===== config.mk =====
export PLATFORM = sky130hd
export DESIGN_NAME = uart_tx
export DESIGN_NICKNAME = d
export VERILOG_FILES = /design/src/rtl/uart_pkg.sv /design/src/rtl/uart_tx_fifo.sv /design/src/rtl/uart_tx.sv
export SDC_FILE = /design/constraint.sdc
export NUM_CORES = 1
export LEC_CHECK = 0
export ABC_AREA = 0
export BUFFER_PORTS_ARGS = -buffer_cell sky130_fd_sc_hd__buf_2
export CAP_MARGIN = 20
export CORE_MARGIN = 2
export CORE_UTILIZATION = 25
export DETAILED_ROUTE_END_ITERATION = 10
export GPL_ROUTABILITY_DRIVEN = 1
export HOLD_SLACK_MARGIN = 0.02
export PLACE_DENSITY_LB_ADDON = 0.1
export SYNTH_ARGS = -nofsm -noshare
export SYNTH_HDL_FRONTEND = slang
export SYNTH_SLANG_ARGS = --single-unit

===== constraint.sdc =====
create_clock -name clk -period 6.3 [get_ports clk]
set_clock_uncertainty 0.2 [all_clocks]
set_input_delay 0.315 -clock clk [delete_from_list [all_inputs] [get_ports clk]]
set_output_delay 0.315 -clock clk [all_outputs]
set_load 0.03 [all_outputs]

===== src/rtl/uart_pkg.sv =====
// uart_pkg: shared UART constants and transmitter state encoding.
package uart_pkg;
  localparam int UART_DATA_BITS = 8;
  localparam int UART_CLKS_PER_BIT = 217;
  typedef enum logic [1:0] {IDLE, START, DATA, STOP} tx_state_t;
endpackage


===== src/rtl/uart_tx_fifo.sv =====
// uart_tx_fifo: synchronous FIFO; push/pop in, rd_data (head), full, empty, count out.
module uart_tx_fifo #(
  parameter int DEPTH = 4,
  parameter int WIDTH = 8
) (
  input  logic                     clk,
  input  logic                     reset,
  input  logic                     push,
  input  logic [WIDTH-1:0]         wr_data,
  input  logic                     pop,
  output logic [WIDTH-1:0]         rd_data,
  output logic                     full,
  output logic                     empty,
  output logic [$clog2(DEPTH):0]   count
);
  localparam int AW = $clog2(DEPTH);
  localparam int CW = AW + 1;
  logic [WIDTH-1:0] mem [DEPTH];
  logic [AW-1:0] wr_ptr, rd_ptr;
  logic push_ok, pop_ok;
  assign full = count == CW'(DEPTH);
  assign empty = count == '0;
  assign push_ok = push && !full;
  assign pop_ok = pop && !empty;
  assign rd_data = mem[rd_ptr];
  always_ff @(posedge clk)
    if (push_ok) mem[wr_ptr] <= wr_data;
  always_ff @(posedge clk)
    if (reset) begin
      wr_ptr <= '0;
      rd_ptr <= '0;
      count <= '0;
    end else begin
      wr_ptr <= push_ok ? wr_ptr + 1'b1 : wr_ptr;
      rd_ptr <= pop_ok ? rd_ptr + 1'b1 : rd_ptr;
      count <= count + CW'(push_ok) - CW'(pop_ok);
    end
endmodule


===== src/rtl/uart_tx.sv =====
// uart_tx: 8N1 transmitter; tx_data/tx_start/tx_ready handshake into a FIFO, registered tx line, tx_busy, tx_done_tick.
module uart_tx
  import uart_pkg::*;
#(
  parameter int CLKS_PER_BIT = UART_CLKS_PER_BIT,
  parameter int FIFO_DEPTH = 4
) (
  input  logic                      clk,
  input  logic                      reset,
  input  logic [UART_DATA_BITS-1:0] tx_data,
  input  logic                      tx_start,
  output logic                      tx_ready,
  output logic                      tx,
  output logic                      tx_busy,
  output logic                      tx_done_tick
);
  localparam int BW = $clog2(CLKS_PER_BIT);
  localparam int IW = $clog2(UART_DATA_BITS);
  localparam int CW = $clog2(FIFO_DEPTH) + 1;
  localparam logic [BW-1:0] BAUD_LAST = BW'(CLKS_PER_BIT - 1);
  localparam logic [IW-1:0] BIT_LAST = IW'(UART_DATA_BITS - 1);
  tx_state_t state, state_n;
  logic [BW-1:0] baud, baud_n;
  logic [IW-1:0] bit_idx, bit_n;
  logic [UART_DATA_BITS-1:0] shift, shift_n, head;
  logic [CW-1:0] count, count_n;
  logic tx_n, push, pop, full, empty, baud_last;
  assign tx_ready = !full;
  assign push = tx_start && !full;
  assign baud_last = baud == BAUD_LAST;
  assign tx_done_tick = state == STOP && baud_last;
  // occupancy after this edge, so tx_busy can be registered without lagging
  assign count_n = count + CW'(push) - CW'(pop);
  uart_tx_fifo #(
    .DEPTH(FIFO_DEPTH),
    .WIDTH(UART_DATA_BITS)
  ) fifo (
    .clk(clk),
    .reset(reset),
    .push(push),
    .wr_data(tx_data),
    .pop(pop),
    .rd_data(head),
    .full(full),
    .empty(empty),
    .count(count)
  );
  always_comb begin
    state_n = state;
    baud_n = baud_last ? '0 : baud + 1'b1;
    bit_n = bit_idx;
    shift_n = shift;
    tx_n = tx;
    pop = 1'b0;
    case (state)
      IDLE: begin
        baud_n = '0;
        if (!empty) begin
          pop = 1'b1;
          shift_n = head;
          tx_n = 1'b0;
          state_n = START;
        end
      end
      START: if (baud_last) begin
        tx_n = shift[0];
        bit_n = '0;
        state_n = DATA;
      end
      DATA: if (baud_last) begin
        if (bit_idx == BIT_LAST) begin
          tx_n = 1'b1;
          state_n = STOP;
        end else begin
          shift_n = shift >> 1;
          tx_n = shift[1];
          bit_n = bit_idx + 1'b1;
        end
      end
      STOP: if (baud_last) begin
        // chain straight into the next start bit when more bytes are queued
        if (!empty) begin
          pop = 1'b1;
          shift_n = head;
          tx_n = 1'b0;
          state_n = START;
        end else begin
          state_n = IDLE;
        end
      end
    endcase
  end
  always_ff @(posedge clk)
    if (reset) begin
      state <= IDLE;
      baud <= '0;
      bit_idx <= '0;
      shift <= '0;
      tx <= 1'b1;
      tx_busy <= 1'b0;
    end else begin
      state <= state_n;
      baud <= baud_n;
      bit_idx <= bit_n;
      shift <= shift_n;
      tx <= tx_n;
      tx_busy <= state_n != IDLE || count_n != '0;
    end
endmodule


# After elaboration in Yosys (flattened, before gate mapping)

Memory sizes are Yosys's and may differ from the RTL's. A register that Yosys moved wholly into a read port is not among the register bits.
Cells that the tools add are included.

Latch bits: 0
Memory bits (writable): 32
Memories kept: 1
Register bits after elaboration: 30
ROM bits: 0
Input port bits: 11

Memories:

| memory   | words | bits a word | read ports | clocked after Yosys merged registers in | write ports | RTL line           | text |
|---|---|---|---|---|---|---|---|
| fifo.mem | 4     | 8           | 1          | 1                                       | 1           | uart_tx_fifo.sv:18 | `logic [WIDTH-1:0] mem [DEPTH];` |

Shifts and indexed selects: 0
Bitwise gates (word level): 0
Eq/ne operators: 10
Divide/modulo/power cells: 0
Magnitude comparators: 0
Mux-type cells: 29
Reductions and logical operators: 17
Multipliers: 0
Add/subtract/negate cells: 8

Operators with widths:

| cell                                                           | count |
|---|---|
| 8-bit 2-to-1 mux                                               | 4 |
| 8-bit case mux with 3 select lines                             | 1 |
| 2-bit 2-to-1 mux                                               | 7 |
| 1-bit 2-to-1 mux                                               | 10 |
| 3-bit 2-to-1 mux                                               | 3 |
| 8-bit by 1-bit adder with 8-bit output (second input constant) | 1 |
| 8-bit equality test (second input constant)                    | 1 |
| 2-bit inequality test (second input constant)                  | 4 |
| 2-bit case mux with 4 select lines                             | 1 |
| 4-bit AND reduction                                            | 2 |
| 3-bit by 1-bit adder with 3-bit output                         | 2 |
| 3-bit equality test (second input constant)                    | 2 |
| 3-bit case mux with 2 select lines                             | 1 |
| 3-bit nonzero test                                             | 2 |
| 3-bit by 1-bit subtractor with 3-bit output                    | 2 |
| 2-bit by 1-bit adder with 2-bit output (second input constant) | 2 |
| 2-bit equality test (second input constant)                    | 2 |
| 1-bit logical AND                                              | 4 |
| 1-bit case mux with 4 select lines                             | 1 |
| 2-bit nonzero test                                             | 2 |
| 3-bit by 1-bit adder with 3-bit output (second input constant) | 1 |
| 3-bit zero test                                                | 1 |
| 3-bit AND reduction                                            | 1 |
| 3-bit OR reduction                                             | 1 |
| 5 further kinds                                                | 6 |

# Depth between registers and ports, before layout

Depth after elaboration: 7
Depth in mapped cells: 13

# Modules after synthesis

A second synthesis with hierarchy kept.

Cell total of the unflattened synthesis: 238
Area total of the unflattened synthesis: 2995.4 um2

Modules (own cells, without submodules):

| module       | times used | cells an instance | area each (um2) | seq. area each (um2) |
|---|---|---|---|---|
| uart_tx_fifo | 1          | 93                | 1631.6          | 1141.1 |
| uart_tx      | 1          | 145               | 1363.8          | 460.4 |

# Worst setup path before layout

Ideal clock, no wire load.

Path type: flip-flop to flip-flop
Start point: register baud[0]
End point: register tx_busy
Buffers on the path: 1
Required time: 5.961 ns
Setup slack: 3.524 ns
Arrival time: 2.437 ns
Setup time: 0.139 ns
Cell stages (with the launch flop): 14
Path through: dfxtp_1 > inv_1 > ha_1 > and3b_1 > buf_6 > a31oi_1 > nor3_1 > ha_1 > inv_1 > ha_1 > fa_1 > xor2_1 > a21o_1 > o221ai_1

Longest elaborated chain between the ends: 6

Ends and longest elaborated chain:

| what                                        | RTL line       | text |
|---|---|---|
| start: declaration                          | uart_tx.sv:23  | `logic [BW-1:0] baud, baud_n;` |
| start signal: assignment                    | uart_tx.sv:103 | `baud <= baud_n;` |
| 8-bit equality test (*)                     | uart_tx.sv:30  | `assign baud_last = baud == BAUD_LAST;` |
| 1-bit 2-to-1 mux                            | uart_tx.sv:80  | `STOP: if (baud_last) begin` |
| 1-bit case mux with 2 select lines          | uart_tx.sv:55  | `case (state)` |
| 3-bit by 1-bit subtractor with 3-bit output | uart_tx.sv:33  | `assign count_n = count + CW'(push) - CW'(pop);` |
| 3-bit nonzero test                          | uart_tx.sv:107 | `tx_busy <= state_n != IDLE \|\| count_n != '0;` |
| 1-bit logical OR (*)                        | uart_tx.sv:107 |  |
| end signal: assignment                      | uart_tx.sv:100 | `tx_busy <= 1'b0;` |
| end signal: assignment                      | uart_tx.sv:107 |  |
| end: declaration                            | uart_tx.sv:14  | `output logic tx_busy,` |

Mark *: on every way between the ends. The rest lies on a longest branch, timed or not.
A chain may end at the register's enable or synchronous reset.

# Worst setup path in the final report

Ends and elaborated chain as after synthesis.

==> metrics.cfg <==
[floorplan]
initial_core_util_pct=25.8
dieArea_sq_um=12800
rows=39
die_height_microns=113
die_w_microns=113
ios=15
core-area_sq_um=11600

[run_status]
outcome=complete, no violations

[yosys]
synth_area_sq_um=2990
ys_seq_area_share_pct=53.6
yosysWarnings=0
synth-main-ff-cell=edfxtp_1
synth_fp_nets=272
netlist_instances=242
ys_types=48
async_flop_share_pct=0
synth-edff-count=32
syn_area_per_cell_sq_um=12.4
synth_seq_cells=64

[sta]
max-slew-margin-rel_pct=42.2
rsz0062_at_grt=false
final.setup.tns_ps=0
worst_pin_slew_ps=867
hold_violations=0
final-max-slew-violation-count=0
setup_viol=0
max_clock_freq_mhz=332
period_share_pct=47.8
min_period_ps=3010

[critical_path]
crit-reg2reg-launch=baud[0]
regToRegSetupSlack_ps=3290
cp_max_fo=8
cp_data_required_time_ps=6280
crit_top_cell=ha_1
crit_path_end_kind=flip-flop
cp-endpoint=tx_busy
path_cells=inv_1, ha_1, and3b_1, a31oi_1, nor3_1, ha_1, inv_1, ha_1, fa_1, xor2_1, a21o_1, o221ai_1
r2r-end=tx_busy
critPathLaunch=baud[0]
reg2reg_depth=12
start_kind=flip-flop
cp_slowest_stage_delay_ps=400
worstSetupPathType=flip-flop to flip-flop
worstPathArrival_ps=2990
critPathSlowestCell=dfxtp_1

[detailed_routing]
avgViaCountPerCell=4.47
num_vias=1829
post_drt_wl_per_cell_microns=13.9
ant_nets=0
drc=0
drt_iter0_drc=82
firstDrtPassIters=4
drt_wl_total_mm=5.67

[clock_tree]
cts_num_sinks=64
ctsResizeCount=0
htreeDepth=3
clock_latency_ps=330
cts.clk_slew.worst_paths_ps=60
ctsRootBufferMaster=clkbuf_16
cts_buffer_depth=2
hold_buffers=8
cts_buffers=9
cts_tree=yes
post_cts_buffers=0

[global_route]
overflow=0
grt_usage_pct=9.76
use_met2_pct=15.0
antenna_found_initial=0
grtUsageMet1_pct=12.3
grtUsageMet3_pct=3.75
grt_pass1_vias=1796
grt_max_degree=27
busiest_layer=met2
grt_pass1_wl_mm=9.43

[placement]
portBuffers=14
dp_cells=384
hpwl_mm=3.76
place_congestion=0.703

[layout]
stdcell_count=409
final_nets=291
area_growth_pct=17.5
diodes=0
final_cell_mix=dfxtp_1 (32), edfxtp_1 (32), nor2_1 (17), ha_1 (17), inv_1 (15)
drive_gt1_share_pct=17.3

[hold_path]
hold_class=input pin to flip-flop

[power_and_ir_drop]
switching_share_pct=32.7
p_leak_nw=1.26
pwr-share-clk_pct=30.8
p_int_mw=0.982
ir_worst_vdd_mv=0.126
switchingPower_mw=0.477
seqPwrFrac_pct=39.7
power_frac_comb_pct=29.5
power_density_nw_per_um2=415

[flow_run]
cap_violations=0

==> stage by stage <==
step	utilization (%)	power [mW]	hold slack [ps]	worst slack (ps)	cell area [sq um]
2_1_floorplan	-	0.925	214	3520	2990
3_3_place_gp	27.2	1.03	272	3350	3150
3_5_place_dp	27.2	1.02	284	3310	3150
4_1_cts	30.3	1.48	197	3280	3500
5_1_grt	30.4	1.57	250	3050	3510
6_report	30.4	1.46	205	3290	3510
==> critical path, delay by kind of cell, from the launching register on <==
family	cells	cell delay [ps]
AOI/OAI and AO/OA	3	600
xor gates and xnor gates	1	170
adders and majority gates	4	1030
buffers and inverters	2	100
DFF	1	400
and+or+nand+nor	2	360
==> sequential cells by signal, indices dropped and copies added (netlist names), named ones only <==
name and count:
shift 8, fifo.rd_ptr 2, tx 1, fifo.mem 32, state 2, baud 8
bit_idx 3, fifo.count 3, tx_busy 1, fifo.wr_ptr 2
==> worst min-delay path by stage <==
| stage | startpoint | endpoint | slack (ps) | cells past startpoint |
|---|---|---|---|---|
| global route | tx_start | fifo.wr_ptr[1] | 250 | 4 |
| detailed placement | tx | tx | 280 | 1 |
| global placement | bit_idx[0] | bit_idx[0] | 270 | 1 |
| CTS | tx_start | fifo.wr_ptr[1] | 200 | 4 |
| finish | tx_start | fifo.wr_ptr[1] | 210 | 4 |
| floorplan | tx_data[0] | fifo.mem[0][0] | 210 | 0 |
==> Yosys cell counts (3+ instances only) <==
cell type | count | share of area [%]
edfxtp_1 | 32 | 32
ha_1 | 17 | 7.1
mux2_2 | 3 | 1.1
inv_1 | 15 | 1.9
nand3_1 | 7 | 1.2
mux4_2 | 8 | 6.0
nor2_1 | 17 | 2.1
dfxtp_1 | 32 | 21
mux2i_1 | 7 | 2.3
xor2_1 | 8 | 2.3
clkbuf_1 | 7 | 0.88
a21oi_1 | 11 | 1.8
nor3_1 | 3 | 0.50
nor2b_1 | 6 | 1.3
and3_1 | 7 | 1.5
o21ai_0 | 4 | 0.67
nand2_1 | 6 | 0.75
buf_6 | 3 | 1.1
a311oi_1 | 10 | 2.9
a31oi_1 | 3 | 0.63
==> layout make-up <==
type / instances / area (sq um)
inverter: 15 / 56.3
timing repair buffer: 23 / 158
multi-input combinational: 148 / 1240
fill: 1153 / 8050
tap: 143 / 179
clock inverter: 7 / 48.8
clock buffer: 9 / 225
sequential: 64 / 1600
==> power by group through the flow <==
stage	registers [mW]	clock network [mW]	logic, mW
after global placement	0.592	0	0.434
after detailed placement	0.591	0	0.432
after global routing	0.594	0.478	0.500
final	0.579	0.449	0.430
after CTS	0.583	0.464	0.437
after floorplan	0.569	0	0.356
==> cells by family after synthesis <==
family	share of synthesized area (%)
flops	53.6
simple gates	10.8
compound gates	9.92
buf+inv	4.86
fa+ha+maj	8.46
mux	9.50
xor+xnor	2.93
==> metal layers <==
metal / wire [microns] / share of wire [%]
met1: 2710 / 48
met2: 2640 / 46
met3: 212 / 3.7
met4: 110 / 1.9
met5: 0 / 0
(Power assumes the default switching activity.)
